`src/rtl/tft_cmd_uart_tx.sv`:
```
// rtl/tft_cmd_uart_tx.sv - serialises a 5-byte command frame (header, opcode, data, checksum) as 8N1 UART
module tft_cmd_uart_tx #(
  parameter int          BAUD_DIV = 868,
  parameter logic [7:0]  HEADER   = 8'hA5
) (
  input  logic        clk,
  input  logic        rst,
  input  logic [3:0]  cmd_opcode,
  input  logic [15:0] cmd_data,
  input  logic        cmd_dat_update,
  output logic        cmd_ready,
  output logic        cmd_drop,
  output logic        frame_done,
  output logic        uart_tx
);

  localparam logic [15:0] BAUD_LAST = 16'(BAUD_DIV - 1);

  typedef enum logic [1:0] {IDLE, START, DATA, STOP} state_t;

  state_t      state;
  logic [15:0] baud_cnt;
  logic [2:0]  byte_idx;
  logic [2:0]  bit_idx;
  logic [3:0]  opcode_q;
  logic [15:0] data_q;
  logic [7:0]  cur_byte;
  logic [2:0]  next_bit;
  logic        baud_end;

  assign next_bit = bit_idx + 3'd1;
  assign baud_end = (baud_cnt == BAUD_LAST);

  // Select the frame byte currently on the wire; checksum is derived from the latched command
  always_comb begin
    cur_byte = HEADER;
    case (byte_idx)
      3'd0:    cur_byte = HEADER;
      3'd1:    cur_byte = {4'h0, opcode_q};
      3'd2:    cur_byte = data_q[15:8];
      3'd3:    cur_byte = data_q[7:0];
      default: cur_byte = {4'h0, opcode_q} ^ data_q[15:8] ^ data_q[7:0];
    endcase
  end

  // Frame FSM: every output, including the serial line, is a register updated here
  always_ff @(posedge clk) begin
    if (rst) begin
      state      <= IDLE;
      baud_cnt   <= '0;
      byte_idx   <= '0;
      bit_idx    <= '0;
      opcode_q   <= '0;
      data_q     <= '0;
      uart_tx    <= 1'b1;
      cmd_ready  <= 1'b0;
      cmd_drop   <= 1'b0;
      frame_done <= 1'b0;
    end else begin
      cmd_drop   <= cmd_dat_update & ~cmd_ready;
      frame_done <= 1'b0;
      case (state)
        IDLE: begin
          baud_cnt <= '0;
          uart_tx  <= 1'b1;
          if (cmd_dat_update && cmd_ready) begin
            opcode_q  <= cmd_opcode;
            data_q    <= cmd_data;
            byte_idx  <= '0;
            bit_idx   <= '0;
            cmd_ready <= 1'b0;
            uart_tx   <= 1'b0;
            state     <= START;
          end else begin
            cmd_ready <= 1'b1;
          end
        end
        START: begin
          if (baud_end) begin
            baud_cnt <= '0;
            bit_idx  <= '0;
            uart_tx  <= cur_byte[0];
            state    <= DATA;
          end else begin
            baud_cnt <= baud_cnt + 16'd1;
          end
        end
        DATA: begin
          if (baud_end) begin
            baud_cnt <= '0;
            if (bit_idx == 3'd7) begin
              uart_tx <= 1'b1;
              state   <= STOP;
            end else begin
              bit_idx <= next_bit;
              uart_tx <= cur_byte[next_bit];
            end
          end else begin
            baud_cnt <= baud_cnt + 16'd1;
          end
        end
        STOP: begin
          if (baud_end) begin
            baud_cnt <= '0;
            if (byte_idx == 3'd4) begin
              byte_idx   <= '0;
              frame_done <= 1'b1;
              cmd_ready  <= 1'b1;
              state      <= IDLE;
            end else begin
              byte_idx <= byte_idx + 3'd1;
              uart_tx  <= 1'b0;
              state    <= START;
            end
          end else begin
            baud_cnt <= baud_cnt + 16'd1;
          end
        end
        default: state <= IDLE;
      endcase
    end
  end

endmodule

```
`config.mk`:
```
export PLATFORM = sky130hd
export DESIGN_NAME = tft_cmd_uart_tx
export DESIGN_NICKNAME = d
export VERILOG_FILES = /design/src/rtl/tft_cmd_uart_tx.sv
export SDC_FILE = /design/constraint.sdc
export NUM_CORES = 1
export LEC_CHECK = 0
export CORE_UTILIZATION = 56
export CTS_CLUSTER_DIAMETER = 50
export DETAILED_ROUTE_END_ITERATION = 16
export HOLD_SLACK_MARGIN = 0.12
export PLACE_DENSITY = 0.83
export SYNTH_ARGS = -nofsm -noshare
export SYNTH_HDL_FRONTEND = slang
export SYNTH_SLANG_ARGS = --single-unit
export TNS_END_PERCENT = 5
```
`constraint.sdc`:
```
create_clock -name clk -period 2.4 [get_ports clk]
set_input_delay 0.48 -clock clk [delete_from_list [all_inputs] [get_ports clk]]
set_output_delay 0.48 -clock clk [all_outputs]
set_load 0.01 [all_outputs]
```
==> flow_metrics.tcl <==
set metrics [dict create \
    crit_type "flip-flop to flip-flop" \
    drive_gt1_share_pct 7.00 \
    dr.pass1.iters 4 \
    hpwl_um 3870 \
    irDropWorstVdd_mv 0.448 \
    period_needed_ns 2.21 \
    critPathRequiredTime_ns 2.61 \
    min_path_type "flip-flop to flip-flop" \
    path_cells "ha_1, or3b_2, nor4_4, o21ai_1, mux2_1, a211o_1, a21o_1" \
    avgSynthCellArea_um2 8.00 \
    post-route-period-util_pct 92.2 \
    grt_pass1_wl_um 8280 \
    clock.fmax_mhz 452 \
    status "complete, no violations" \
    grt_pass1_vias 1980 \
    critical_path.max_stage_delay_ns 0.48 \
    synth-simple-area-share_pct 25.5 \
    diodes 0 \
    dieHeight_um 69.0 \
    synth_top_family_by_area "simple AND/OR/NAND/NOR gates" \
    htree_levels 2 \
    grt_max_degree 22 \
    antenna_found_initial 0 \
    port-buffer-count 26 \
    multi_input_area_um2 1460 \
    grt_remaining_overflow 0 \
    dpl-instance-area_um2 2860 \
    synth_compound_area_share_pct 17.5 \
    postCtsSetupBuffers 0 \
    synthesis.area_um2 2510 \
    synth_edf_count 0 \
    max_slew.worst_pin.slew_ns 0.653 \
    fin_cells 393 \
    finalHoldViolations 0 \
    cts_resized 0 \
    final_net_count 377 \
    endpoint_kind "flip-flop" \
    startpoint_type "flip-flop" \
    holdPathStages 1 \
    design.core.area_um2 4140 \
    skew_ns 0.00794 \
    power_density_nw_per_um2 696 \
    hold_start "baud_cnt[0]" \
    cp-startpoint "baud_cnt[0]" \
    via_count 2212 \
    register_area_um2 961 \
    hold_end "baud_cnt[0]" \
    yosysWarningCount 0 \
    cts_tree "yes" \
    async_flop_share_pct 0 \
    p_leak_nw 1.09 \
    arrival_ns 2.42 \
    yosysUniqueCellTypes 50 \
    cts_buffer_depth 2 \
    gp_congestion 0.833 \
    num_rows 23 \
    cts_buffers 5 \
    grt_setup_unrepaired "false" \
    r2r_setup_slack_ns 0.19 \
    wl_per_cell_um 13.2 \
    synth_xor_area_share_pct 7.32 \
    muxShareOfSynthArea_pct 1.64 \
    first_iter_violations 187 \
    crit_fanout 5 \
    detail-route-antenna-nets 0 \
    syn_to_final_growth_pct 17.4 \
    viasPerCell 5.63 \
    drt-total-wl_um 5200 \
    synthFlopType "dfxtp_1" \
    dp.cells 385 \
    root_buffer "clkbuf_8" \
    cts.sinks 48 \
    synth_top_area_cell "dfxtp_1" \
    slew_violations 0 \
    clk_pin_slew_ns 0.09 \
    path_buf_inv 0 \
    timing.rr.end "uart_tx" \
    critical-path-slowest-cell "or3b_2" \
    fin_tns_setup_ns 0 \
    syn_nets 349 \
    yosysTopAreaCellShare_pct 38.2 \
    syn_inst 314 \
    clk_latency_ns 0.31 \
    dieArea_um2 4760 \
    remaining_drc_errors 0 \
    r2r_cells 7 \
    synth_area_leaders "dfxtp_1 38%, nand2_1 8.7%, a21oi_1 6.2%" \
    cts_hold_buf 0 \
    top_level_ports 27 \
    setup_viol_count_final 0 \
    yosys.area_share.adder_pct 5.98 \
    ys_ff_latch 48 \
    grtUsageTotal_pct 23.4 \
    nFillCells 353 \
    die_w_um 69.0 \
    maxCapViolations 0 \
    r2r-start "baud_cnt[0]" \
    cp_top_family "simple AND/OR/NAND/NOR gates" \
    start_util_pct 60.6 \
    slew_headroom_pct 56.3 \
    synth-seq-area-share_pct 38.2 \
    final_area_um2 2950 \
]
==> worst max-delay path by stage <==
stage | end | slack (ns) | cells past startpoint
floorplan | uart_tx | 0.19 | 7
global placement | uart_tx | 0.26 | 7
detailed placement | uart_tx | 0.19 | 7
CTS | uart_tx | 0.17 | 7
global route | byte_idx[2] | 0.02 | 7
finish | uart_tx | 0.19 | 7
==> final cells by class <==
type                       instances  area share (%)
multi-input combinational        241            49.4
sequential                        48            32.6
timing repair buffer              37            11.6
clock buffer                       6            2.80
tap                               50            2.12
inverter                           9            1.15
clock inverter                     2           0.339
==> power by group <==
group	internal [mW]	leakage, nW	switching (mW)	total, mW
Clock	0.230	0.0510	0.264	0.494
Combinational	0.271	0.652	0.330	0.601
Sequential	0.879	0.389	0.0799	0.958
==> routing by layer <==
| layer | routed length [um] | track usage [%] | vias to the layer above | part of all wire, % |
|---|---|---|---|---|
| met1 | 2250 | 25.0 | 1020 | 43 |
| met2 | 2660 | 44.3 | 45 | 51 |
| met3 | 215 | 4.61 | 8 | 4.1 |
| met5 | 0 | 0 | - | 0 |
| met4 | 76 | 9.69 | 0 | 1.5 |
| li1 | - | - | 1139 | - |
==> cell families (layout without fill, tap and decap cells) <==
family                   count (synthesis)  count (layout)
flip-flops                              48              48
AO/OA/AOI/OAI                           67              67
buffers and inverters                   25              54
AND/OR/NAND/NOR                        137             137
XOR/XNOR                                21              21
multiplexers                             4               4
adder cells (fa/ha/maj)                 12              12
==> registers in the layout, indices dropped and copies added, names as in the netlist <==
register / cells
baud_cnt: 16
data_q: 16
opcode_q: 4
bit_idx: 3
byte_idx: 3
state: 2
cmd_drop: 1
cmd_ready: 1
frame_done: 1
uart_tx: 1
==> stage by stage <==
stage	utilization [%]	power [mW]	hold WS (ns)	setup slack [ns]
floorplan	-	1.39	0.430	0.193
global placement	68.9	1.56	0.444	0.260
detailed placement	68.9	1.58	0.456	0.195
CTS	71.2	2.07	0.476	0.174
global route	71.2	2.17	0.492	0.0226
finish	71.2	2.05	0.470	0.188
==> cell usage in the layout (no fill, tap or decap), types with 2 or more instances in the layout <==
cell type	Yosys	routed
nand2_1	58	58
dfxtp_1	48	48
nor2_1	34	34
a21oi_1	31	31
clkdlybuf4s50_1	0	26
xor2_1	13	13
ha_1	12	12
buf_4	0	11
inv_1	9	9
nand3_1	8	8
xnor2_1	8	8
o21ai_0	7	7
a221oi_1	6	6
clkbuf_8	0	6
or3_1	5	5
nor3_1	5	5
and3_1	4	4
nand4_1	4	4
and2_1	4	4
nand2b_1	4	4
nor2b_1	3	3
mux2i_1	3	3
o21a_1	2	2
o32ai_1	2	2
o21ai_1	2	2
clkinv_2	0	2
==> synth_stat cells (all sizes together), types with 2 or more instances <==
library cell,n
inv,9
or3b,2
o21ai,9
dfxtp,48
nand2b,4
and3,4
ha,12
xor2,13
o21a,2
a211oi,2
and2,4
a21oi,31
nand3,8
mux2i,3
nor4,2
nand4,4
nor3,5
clkbuf,15
o32ai,2
nand2,58
a221oi,6
nor2,34
or3,5
nor2b,3
or4,2
xnor2,8
Power figures use the tool's default switching activity.
